<file path="config.mk">
export PLATFORM = sky130hd
export DESIGN_NAME = asgn_expr_engine
export DESIGN_NICKNAME = d
export VERILOG_FILES = /design/src/rtl/asgn_expr_engine.sv
export SDC_FILE = /design/constraint.sdc
export NUM_CORES = 1
export LEC_CHECK = 0
export ABC_CLOCK_PERIOD_IN_PS = 3100
export BUFFER_PORTS_ARGS = -buffer_cell sky130_fd_sc_hd__buf_2
export CORE_AREA = 2 2 207 209
export CTS_BUF_LIST = sky130_fd_sc_hd__clkbuf_8 sky130_fd_sc_hd__clkbuf_16
export DETAILED_ROUTE_END_ITERATION = 12
export DIE_AREA = 0 0 209 211
export PLACE_DENSITY = 0.86
export REMOVE_ABC_BUFFERS = 1
export SETUP_SLACK_MARGIN = 0.2
export SKIP_LAST_GASP = 1
export SLEW_MARGIN = 10
export SYNTH_ARGS = -nofsm -noshare
export SYNTH_HDL_FRONTEND = slang
export SYNTH_SLANG_ARGS = --single-unit
</file>
<file path="constraint.sdc">
create_clock -name clk -period 3.1 [get_ports clk]
set_input_delay 0.155 -clock clk [delete_from_list [all_inputs] [get_ports clk]]
set_output_delay 0.155 -clock clk [all_outputs]
set_load 0.03 [all_outputs]
</file>
<file path="src/rtl/asgn_expr_engine.sv">
// Register-file engine executing assignment-expression ops (++/--, =, op=) on NCH channels.
// Multiply is serial shift-add; all other ops complete at the accept edge.
module asgn_expr_engine #(
  parameter int WIDTH = 32,
  parameter int NCH   = 4,
  parameter int CW    = (NCH > 1) ? $clog2(NCH) : 1
) (
  input  logic             clk,
  input  logic             rst_n,
  input  logic             cmd_valid,
  output logic             cmd_ready,
  input  logic [3:0]       cmd_op,
  input  logic [CW-1:0]    cmd_ch,
  input  logic [WIDTH-1:0] cmd_arg,
  output logic             rsp_valid,
  input  logic             rsp_ready,
  output logic [WIDTH-1:0] rsp_data,
  output logic             rsp_err,
  input  logic [CW-1:0]    rd_ch,
  output logic [WIDTH-1:0] rd_data
);

  // Handshake: a transfer happens on a rising edge where valid && ready; a
  // master holds its payload stable while valid is high and ready is low.

  typedef enum logic [1:0] {S_IDLE, S_MUL, S_RESP} state_t;

  localparam logic [3:0] OP_NOP = 4'd0, OP_PRE_INC = 4'd1, OP_POST_INC = 4'd2,
                         OP_PRE_DEC = 4'd3, OP_POST_DEC = 4'd4, OP_ASSIGN = 4'd5,
                         OP_ADD = 4'd6, OP_SUB = 4'd7, OP_MUL = 4'd8, OP_SHL = 4'd9,
                         OP_SHR = 4'd10, OP_ASR = 4'd11;

  localparam int SW = $clog2(WIDTH);
  localparam logic [SW-1:0]    CNT_LAST = SW'(WIDTH - 1);
  localparam logic [WIDTH-1:0] WIDTH_V  = WIDTH'(WIDTH);
  localparam logic [WIDTH-1:0] ONE      = WIDTH'(1);
  localparam logic [CW:0]      NCH_V    = (CW + 1)'(NCH);

  state_t state_q, state_d;

  logic [WIDTH-1:0] ch_q [NCH];
  logic [WIDTH-1:0] rsp_data_q;
  logic             rsp_err_q;
  logic [WIDTH-1:0] mcand_q, mplier_q, acc_q, acc_next;
  logic [SW-1:0]    cnt_q;
  logic [CW-1:0]    mul_ch_q;

  logic             accept, ch_ok, op_ok, cmd_ok, do_wr, is_mul, ret_old, sh_big;
  logic [SW-1:0]    sh_amt;
  logic [WIDTH-1:0] old_val, new_val, ret_val, asr_raw;

  // Debug-visible FSM state for checkers.
  state_t fsm_state;
  assign fsm_state = state_q;

  always_comb begin
    ch_ok   = ({1'b0, cmd_ch} < NCH_V);
    op_ok   = (cmd_op <= OP_ASR);
    cmd_ok  = ch_ok && op_ok;
    old_val = ch_ok ? ch_q[cmd_ch] : '0;
    sh_big  = (cmd_arg >= WIDTH_V);
    sh_amt  = cmd_arg[SW-1:0];
    asr_raw = $signed(old_val) >>> sh_amt;
    new_val = old_val;
    ret_old = 1'b0;
    do_wr   = 1'b0;
    is_mul  = 1'b0;
    case (cmd_op)
      OP_NOP:      ret_old = 1'b1;
      OP_PRE_INC:  begin new_val = old_val + ONE; do_wr = 1'b1; end
      OP_POST_INC: begin new_val = old_val + ONE; do_wr = 1'b1; ret_old = 1'b1; end
      OP_PRE_DEC:  begin new_val = old_val - ONE; do_wr = 1'b1; end
      OP_POST_DEC: begin new_val = old_val - ONE; do_wr = 1'b1; ret_old = 1'b1; end
      OP_ASSIGN:   begin new_val = cmd_arg; do_wr = 1'b1; end
      OP_ADD:      begin new_val = old_val + cmd_arg; do_wr = 1'b1; end
      OP_SUB:      begin new_val = old_val - cmd_arg; do_wr = 1'b1; end
      OP_MUL:      is_mul = 1'b1;
      OP_SHL:      begin new_val = sh_big ? '0 : (old_val << sh_amt); do_wr = 1'b1; end
      OP_SHR:      begin new_val = sh_big ? '0 : (old_val >> sh_amt); do_wr = 1'b1; end
      OP_ASR:      begin new_val = sh_big ? {WIDTH{old_val[WIDTH-1]}} : asr_raw; do_wr = 1'b1; end
      default:     ;
    endcase
    ret_val  = ret_old ? old_val : new_val;
    acc_next = acc_q + (mplier_q[0] ? mcand_q : '0);
  end

  always_comb begin
    state_d   = state_q;
    cmd_ready = (state_q == S_IDLE);
    rsp_valid = (state_q == S_RESP);
    accept    = cmd_valid && cmd_ready;
    case (state_q)
      S_IDLE: if (accept) state_d = (cmd_ok && is_mul) ? S_MUL : S_RESP;
      S_MUL:  if (cnt_q == CNT_LAST) state_d = S_RESP;
      S_RESP: if (rsp_ready) state_d = S_IDLE;
      default: state_d = S_IDLE;
    endcase
  end

  always_ff @(posedge clk or negedge rst_n) begin
    if (!rst_n) state_q <= S_IDLE;
    else        state_q <= state_d;
  end

  always_ff @(posedge clk or negedge rst_n) begin
    if (!rst_n) begin
      for (int i = 0; i < NCH; i++) ch_q[i] <= '0;
      rsp_data_q <= '0;
      rsp_err_q  <= 1'b0;
      mcand_q    <= '0;
      mplier_q   <= '0;
      acc_q      <= '0;
      cnt_q      <= '0;
      mul_ch_q   <= '0;
    end else begin
      if (accept) begin
        rsp_err_q  <= !cmd_ok;
        rsp_data_q <= cmd_ok ? ret_val : '0;
        if (cmd_ok && do_wr) ch_q[cmd_ch] <= new_val;
        if (cmd_ok && is_mul) begin
          mcand_q  <= old_val;
          mplier_q <= cmd_arg;
          acc_q    <= '0;
          cnt_q    <= '0;
          mul_ch_q <= cmd_ch;
        end
      end
      // One multiplier bit per cycle; the channel keeps its old value until the last step.
      if (state_q == S_MUL) begin
        acc_q    <= acc_next;
        mcand_q  <= mcand_q << 1;
        mplier_q <= mplier_q >> 1;
        cnt_q    <= cnt_q + SW'(1);
        if (cnt_q == CNT_LAST) begin
          ch_q[mul_ch_q] <= acc_next;
          rsp_data_q     <= acc_next;
        end
      end
    end
  end

  assign rsp_data = rsp_data_q;
  assign rsp_err  = rsp_err_q;
  assign rd_data  = ({1'b0, rd_ch} < NCH_V) ? ch_q[rd_ch] : '0;

endmodule

</file>
==> run_results.csv, run 1 <==
group,metric,value,unit
outcome,status,"aborted with a tool error",
outcome,lastStage,"global routing (5_1_grt)",
outcome,stop_error,"[ERROR GRT-0232] Routing congestion too high. Check the congestion heatmap in the GUI.",
synth,synth-edff-count,0,
synth,ys_seq_elements,266,
synth,synthArstFlopShare,100,%
cts,root_buffer,"clkbuf_16",
synth,avgSynthCellArea,8.80,µm²
floorplan,num_rows,75,
cts,cts_made_buffers,31,
synth,yosysTopAreaCellShare,27.7,%
placed_design,dp_slack,-1.31,ns
sta,grt_worst_setup_endpoint,"ch_q[88]$_DFF_PN0_/D",
synth,yosysSeqAreaShare,27.7,%
cts,htree_num_levels,1,
synth,netlist_area,0.0240,mm²
global_route,antenna_found_initial,22,
synth,synth_area_leader_cell,"dfrtp_1",
synth,ys_types,84,
placed_design,post_dp_cell_area,0.0304,mm²
synth,yosysWarnings,0,
sta,worst_endpoint_kind,"register input",
synth,syn_inst,2732,
placed_design,hpwl,85200,µm
global_route,overflow,133,
global_route,grt_max_degree,100,
synth,synth_area_leaders,"dfrtp_1 28%, mux4_2 16%, nand2_1 4.9%, nor2_1 4.2%, o21ai_0 3.9%",
floorplan,io_pins,111,
cts,clockBufferDepth,3,
global_route,track_usage,80.4,%
cts,clock_sinks,266,
floorplan,die_h,211,µm
floorplan,start_util,57.6,%
synth,synthFlopType,"dfrtp_1",
placed_design,place.gp.congestion,1.09,
placed_design,io_buffers,110,
floorplan,die_w,209,µm
[per-layer routing]
layer,GRT usage (%),GRT overflow
met1,79.4,3
met2,95.9,44
met3,65.5,15
met4,81.4,71
met5,48.9,0
[timing repair]
action | in CTS
cloned | 2
gates resized for setup | 427
pin swaps | 236
endpoints found under the hold margin | 117
hold buffers | 24
endpoints found under the setup margin | 180
setup buffers | 56
[metrics by stage]
stage	TNS (ns)	instances
floorplan	-300.45	2500
global placement	-134.83	3883
detailed placement	-145.46	3883
CTS	-28.21	4020
[logic make-up after synthesis]
logic type / count (synthesis) / synth area share [%]
simple gates: 936 / 17.6
compound gates: 837 / 23.0
mux: 290 / 21.1
flops: 266 / 27.7
buf+inv: 261 / 4.42
xor+xnor: 75 / 2.73
fa+ha+maj: 67 / 3.55
[Yosys cell counts, types with 43 or more instances]
cell type / instances
clkbuf_1: 174
nand2_1: 315
mux4_2: 167
a22oi_1: 43
mux2_2: 53
dfrtp_1: 266
nor3_1: 62
mux2i_1: 69
and2_1: 50
nand3_1: 117
ha_1: 65
nor2_1: 266
o22ai_1: 80
o211ai_1: 65
o21ai_0: 187
a21oi_1: 172
xor2_1: 45
==> run 2, diff against run 1 <==
==> config.mk (replaced) <==
export PLATFORM = sky130hd
export DESIGN_NAME = asgn_expr_engine
export DESIGN_NICKNAME = d
export VERILOG_FILES = /design/src/rtl/asgn_expr_engine.sv
export SDC_FILE = /design/constraint.sdc
export NUM_CORES = 1
export LEC_CHECK = 0
export ABC_CLOCK_PERIOD_IN_PS = 4000
export BUFFER_PORTS_ARGS = -buffer_cell sky130_fd_sc_hd__buf_2
export CORE_AREA = 2 2 249 251
export DETAILED_ROUTE_END_ITERATION = 12
export DIE_AREA = 0 0 251 253
export PLACE_DENSITY_LB_ADDON = 0.15
export REMOVE_ABC_BUFFERS = 1
export SKIP_LAST_GASP = 1
export SLEW_MARGIN = 10
export SYNTH_ARGS = -nofsm -noshare
export SYNTH_HDL_FRONTEND = slang
export SYNTH_SLANG_ARGS = --single-unit
==> constraint.sdc (replaced) <==
create_clock -name clk -period 4 [get_ports clk]
set_input_delay 0.2 -clock clk [delete_from_list [all_inputs] [get_ports clk]]
set_output_delay 0.2 -clock clk [all_outputs]
set_load 0.03 [all_outputs]
==> run_results.csv, run 2 <==
group,metric,value,unit
synth,ys_types,84,
cts,worst_setup_hold_path_clk_slew,0.06,ns
global_route,antenna_found_initial,3,
synth,synthFlopType,"dfrtp_1",
synth,yosysSeqAreaShare,27.7,%
critical_path,crit_path_frequent_cell,"buf_4",
power,ir_drop,0.569,mV
flow_run,maxCapViolCount,0,
sta,rsz0062_at_grt,"true",
floorplan,coreArea,0.0610,mm²
critical_path,crit_type,"in2reg",
placed_design,io_buffers,110,
route,wire_per_inst,30.3,µm
sta,setup-tns-final,0,ns
synth,yosysWarnings,0,
critical_path,slowest_stage,"mux4_2",
global_route,grt_util_met1,48.2,%
cts,clock_sinks,266,
synth,netlist_area,0.0240,mm²
cells_and_area,fin_util,48.6,%
sta,clock-skew-final,0.0327,ns
route,wirelength,119000,µm
floorplan,num_rows,91,
cells_and_area,nets,3215,
synth,yosysTopAreaCellShare,27.7,%
synth,synth_area_leaders,"dfrtp_1 28%, mux4_2 16%, nand2_1 4.9%, nor2_1 4.2%, o21ai_0 3.9%",
global_route,grt_max_degree,95,
sta,setup_slack,0.0573,ns
outcome,status,"finished clean",
global_route,grt-busiest-layer,"met2",
power,p_leak,12.7,nW
route,via_count,25800,
route,viasPerCell,6.58,
cells_and_area,stdcell_count,3920,
route,drc_errors,0,
critical_path,r2r_slack,0.09,ns
synth,synth_common_cells,"315 x nand2_1, 266 x dfrtp_1, 266 x nor2_1",
floorplan,io_pins,111,
placed_design,dp_slack,-0.774,ns
sta,fin_crit_sh,98.6,%
synth,synth_most_common_cell,"nand2_1",
critical_path,crit_required,4.46,ns
synth,synthArstFlopShare,100,%
sta,hold_violations,0,
critical_path,worst-path-buf-inv,6,
global_route,track_usage,37.0,%
cells_and_area,final_cell_mix,"429 x buf_4, 315 x nand2_1, 265 x dfrtp_1",
cells_and_area,area_growth,23.5,%
placed_design,hpwl,90000,µm
sta,finalCriticalPeriod,3.94,ns
global_route,grtUsageMet3,10.6,%
synth,ys_seq_elements,266,
sta,slew_violations,0,
cts,cts_made_buffers,36,
critical_path,cp_top_family,"buffers and inverters",
route,antenna_left,0,
cts,clockBufferDepth,3,
floorplan,die_h,253,µm
cells_and_area,top_register,"ch_q",
floorplan,die_area,0.0635,mm²
cts,clk_latency,0.60,ns
placed_design,place.gp.congestion,1.01,
sta,max_slew_margin,24.5,%
route,drtPass1Iterations,5,
global_route,met2_usage,57.9,%
cts,tritoncts,"yes",
sta,worst_pin_slew,1.13,ns
cells_and_area,largest_register_ffs,128,
critical_path,arrival,4.40,ns
synth,syn_inst,2732,
synth,synth_area_leader_cell,"dfrtp_1",
power,power.total,21.7,mW
critical_path,cp-start-kind,"input port",
global_route,overflow,0,
floorplan,start_util,39.4,%
global_route,grt_pass1_wl,174000,µm
global_route,grt_pass1_vias,25400,
critical_path,crit_path_max_fanout,52,
route,drt_iter0_markers,2887,
cts,root_buffer,"clkbuf_16",
critical_path,max_stage_delay,0.50,ns
placed_design,place_inst,3843,
synth,synth-edff-count,0,
min_path,hold_path_class,"in2reg",
critical_path,endpoint_kind,"flop",
cells_and_area,final_common_cell,"buf_4",
power,p_per_area,730,mW/mm²
cells_and_area,fill_cells,5876,
floorplan,die_w,251,µm
synth,avgSynthCellArea,8.80,µm²
sta,fmax,254,MHz
cells_and_area,drive_above_1_share,28.6,%
sta,setup_viol,0,
critical_path,crit_chain,"buf_4, buf_4, clkbuf_8, buf_4, mux4_2, buf_4, mux4_2, a22o_1, a221o_1, nor4_1, o211ai_1, buf_4, o221ai_1, o211ai_1",
cts,htree_num_levels,2,
-- run 2: what timing repair did --
item                                    4_1_cts  5_1_grt
buffers inserted                              0        1
resized for setup                             8       26
hold buffers                                 12        0
endpoints found under the setup margin       33       84
pin swaps                                     1        6
cloned                                        0        0
endpoints found under the hold margin        83        0
-- run 2: layout make-up --
type	instances	area, µm²	area share, %
repair buffers	566	4230	14.3
diodes	1	2.50	0.00843
multi-input cells	2205	16600	55.8
inverters	29	109	0.367
clock buffers	51	1020	3.43
flip-flops and latches	266	6660	22.4
well taps	790	988	3.33
clock inverters	12	120	0.405
-- run 2: kinds of logic after synthesis --
logic type      share of synthesized area [%]
compound gates                           23.0
xor+xnor                                 2.73
fa+ha+maj                                3.55
buf+inv                                  4.42
flops                                    27.7
mux                                      21.1
simple gates                             17.6
-- run 2: worst min-delay path: stages --
cell     delay (ns)
buf_2          0.09
buf_4          0.13
o22ai_1        0.06
nor2_1         0.09
-- run 2: through the flow --
step | area (µm²) | hold slack (ns)
finish | 29700 | 0.0252
floorplan | 23100 | -0.0956
global route | 29700 | 0.0429
global placement | 28300 | 0.202
detailed placement | 28300 | 0.205
CTS | 29600 | 0.00751
-- run 2: routing by layer --
metal | wire length [µm] | share of wire, %
met2 | 53200 | 45
met3 | 13300 | 11
met1 | 47000 | 40
met4 | 5320 | 4.5
met5 | 0 | 0
-- run 2: path summary, 6_finish.rpt --
path	startpoint	end	cells past startpoint
worst max-delay path	cmd_arg[1]	rsp_data[26]	14
worst min-delay path	cmd_arg[17]	mplier_q[17]	4
worst max register to register	ch_q[0]	ch_q[92]	14
worst min register to register	cnt_q[3]	cnt_q[3]	1
max in group asynchronous	rst_n	ch_q[33]	3
min in group asynchronous	rst_n	mplier_q[5]	2
-- run 2: power breakdown --
group	leakage, nW	total (mW)	internal (mW)	switching (mW)
sequential	3.15	5.10	3.86	1.24
clock	0.553	3.22	1.80	1.43
combinational	8.95	13.4	5.52	7.83
total	12.7	21.7	11.2	10.5
Note: power is estimated with default switching activity, not from simulation.
==> run 3, diff against run 2 <==
--- a/config.mk
+++ b/config.mk
@@ -8,6 +8,7 @@
 export ABC_CLOCK_PERIOD_IN_PS = 4000
 export BUFFER_PORTS_ARGS = -buffer_cell sky130_fd_sc_hd__buf_2
 export CORE_AREA = 2 2 249 251
+export CTS_BUF_LIST = sky130_fd_sc_hd__clkbuf_4
 export DETAILED_ROUTE_END_ITERATION = 12
 export DIE_AREA = 0 0 251 253
 export PLACE_DENSITY_LB_ADDON = 0.15
@@ -17,3 +18,4 @@
 export SYNTH_ARGS = -nofsm -noshare
 export SYNTH_HDL_FRONTEND = slang
 export SYNTH_SLANG_ARGS = --single-unit
+export TNS_END_PERCENT = 50
==> run_results.csv, run 3 (synthesis gave the netlist of run 2 again) <==
group,metric,value,unit
cells_and_area,top_register,"ch_q",
global_route,grt_pass1_wl,176000,µm
cells_and_area,final_common_cell,"buf_4",
critical_path,crit_path_max_fanout,5,
route,drc_errors,0,
sta,worst_pin_slew,1.15,ns
placed_design,hpwl,90000,µm
placed_design,place.gp.congestion,1.01,
critical_path,arrival,4.75,ns
critical_path,reg2reg_from,"ch_q[5]",
route,antenna_left,0,
global_route,grt_max_degree,95,
global_route,overflow,0,
cells_and_area,nets,3288,
cts,clockBufferDepth,3,
floorplan,die_h,253,µm
floorplan,start_util,39.4,%
outcome,violations,"negative setup slack",
route,met2WireLength,53700,µm
floorplan,die_area,0.0635,mm²
critical_path,startpoint,"ch_q[5]",
placed_design,io_buffers,110,
route,drtPass1Iterations,8,
cells_and_area,area_growth,23.8,%
route,drt_iter0_markers,2880,
power,p_leak,12.8,nW
sta,setup_slack,-0.0119,ns
route,dr_wl_met3,13700,µm
cells_and_area,drive_above_1_share,29.7,%
sta,slew_violations,0,
route,wirelength,120000,µm
sta,clock-skew-final,0.135,ns
power,p_int,10.7,mW
sta,hold_violations,0,
power,pwr-share-seq,24.1,%
floorplan,die_w,251,µm
route,viasPerCell,6.56,
cts,htree_num_levels,3,
cts,root_buffer,"clkbuf_4",
global_route,grt_pass1_vias,26000,
power,pwr-share-clk,12.8,%
critical_path,endpoint_kind,"flop",
critical_path,crit_required,4.73,ns
route,routed.top_layer,"met5",
floorplan,coreArea,0.0610,mm²
cts,cts_made_buffers,83,
flow_run,maxCapViolCount,0,
route,wire_per_inst,29.9,µm
sta,finalCriticalPeriod,4.01,ns
cells_and_area,fill_cells,5894,
sta,rsz0062_at_grt,"true",
outcome,status,"finished with violations",
cells_and_area,final_cell_mix,"430 x buf_4, 315 x nand2_1, 265 x dfrtp_1",
critical_path,cp-start-kind,"flop",
cts,worst_setup_hold_path_clk_slew,0.06,ns
power,swShare,49.4,%
floorplan,num_rows,91,
cts,clock_sinks,266,
power,power_frac_comb,63.1,%
cts,tritoncts,"yes",
power,p_per_area,712,mW/mm²
cts,clk_latency,0.94,ns
min_path,hold_start,"cmd_arg[31]",
min_path,hold_path_class,"in2reg",
sta,setup_viol,2,
placed_design,dp_slack,-0.774,ns
cells_and_area,largest_register_ffs,128,
sta,max_slew_margin,23.6,%
power,ir_drop,0.518,mV
route,met1_length,47200,µm
sta,fin_crit_sh,100,%
power,p_sw,10.5,mW
critical_path,crit_type,"reg2reg",
sta,fmax,249,MHz
route,via_count,26400,
floorplan,io_pins,111,
power,power.total,21.2,mW
global_route,antenna_found_initial,8,
global_route,track_usage,37.5,%
==> run 3: per-stage QoR <==
step / utilization, % / cells / hold WS, ns / cell area, µm² / TNS (ns)
2_1_floorplan: - / 2500 / -0.0956 / 23100 / -116.79
3_3_place_gp: 46.4 / 3843 / 0.202 / 28300 / -43.68
3_5_place_dp: 46.4 / 3843 / 0.205 / 28300 / -45.28
4_1_cts: 48.6 / 4015 / 0.118 / 29700 / -0.0268
5_1_grt: 48.8 / 4018 / 0.176 / 29800 / -0.443
6_report: 48.8 / 4020 / 0.174 / 29800 / -0.0127
==> run 3: layout make-up <==
| cell class | instances | area [µm²] | share of cell area [%] |
|---|---|---|---|
| Timing Repair Buffer | 592 | 4500 | 15.1 |
| Clock inverter | 20 | 101 | 0.340 |
| Multi-Input combinational cell | 2205 | 16500 | 55.6 |
| Clock buffer | 114 | 856 | 2.88 |
| Antenna cell | 4 | 10.0 | 0.0336 |
| Inverter | 29 | 109 | 0.366 |
| Tap cell | 790 | 988 | 3.32 |
| Sequential cell | 266 | 6660 | 22.4 |
==> run 3: critical path, cell delays in order (launching register included) <==
cell and delay (ns):
dfrtp_1 0.43, mux4_2 0.61, ha_1 0.29, or3_1 0.36, a21oi_1 0.29, a211o_1 0.34, a21oi_1 0.14, o221ai_2 0.36
xor2_1 0.12, buf_4 0.17, o21ai_1 0.30, buf_4 0.21, nor2_1 0.05, a211oi_1 0.21
==> run 3: per-layer routing <==
metal / GRT usage (%) / vias up
li1: - / 11400
met1: 48.3 / 13100
met2: 58.5 / 1622
met3: 11.3 / 303
met4: 16.0 / 2
met5: 0 / -
==> run 3: worst paths after layout <==
kind,to,slack [ns],cells after the start
max in group asynchronous,acc_q[16],2.84,4
hold / removal,mplier_q[31],0.17,4
hold reg to reg,cnt_q[3],0.49,1
setup / recovery,ch_q[51],-0.01,13
setup reg to reg,ch_q[51],-0.01,13
min in group asynchronous,mplier_q[12],0.48,4
==> run 3: power groups by stage <==
stage / combinational (mW) / clock, mW / sequential (mW)
3_3_place_gp: 12.7 / 0 / 5.02
4_1_cts: 13.0 / 2.75 / 5.05
6_report: 13.4 / 2.71 / 5.11
5_1_grt: 14.2 / 2.90 / 5.24
2_1_floorplan: 6.98 / 0 / 4.90
3_5_place_dp: 12.8 / 0 / 5.08
==> run 3: what timing repair did <==
| action | 4_1_cts | 5_1_grt |
|---|---|---|
| hold endpoints to repair | 265 | 0 |
| hold buffers | 38 | 0 |
| resized for setup | 4 | 21 |
| buffers inserted | 0 | 1 |
| pin swaps | 1 | 4 |
| endpoints found under the setup margin | 21 | 83 |
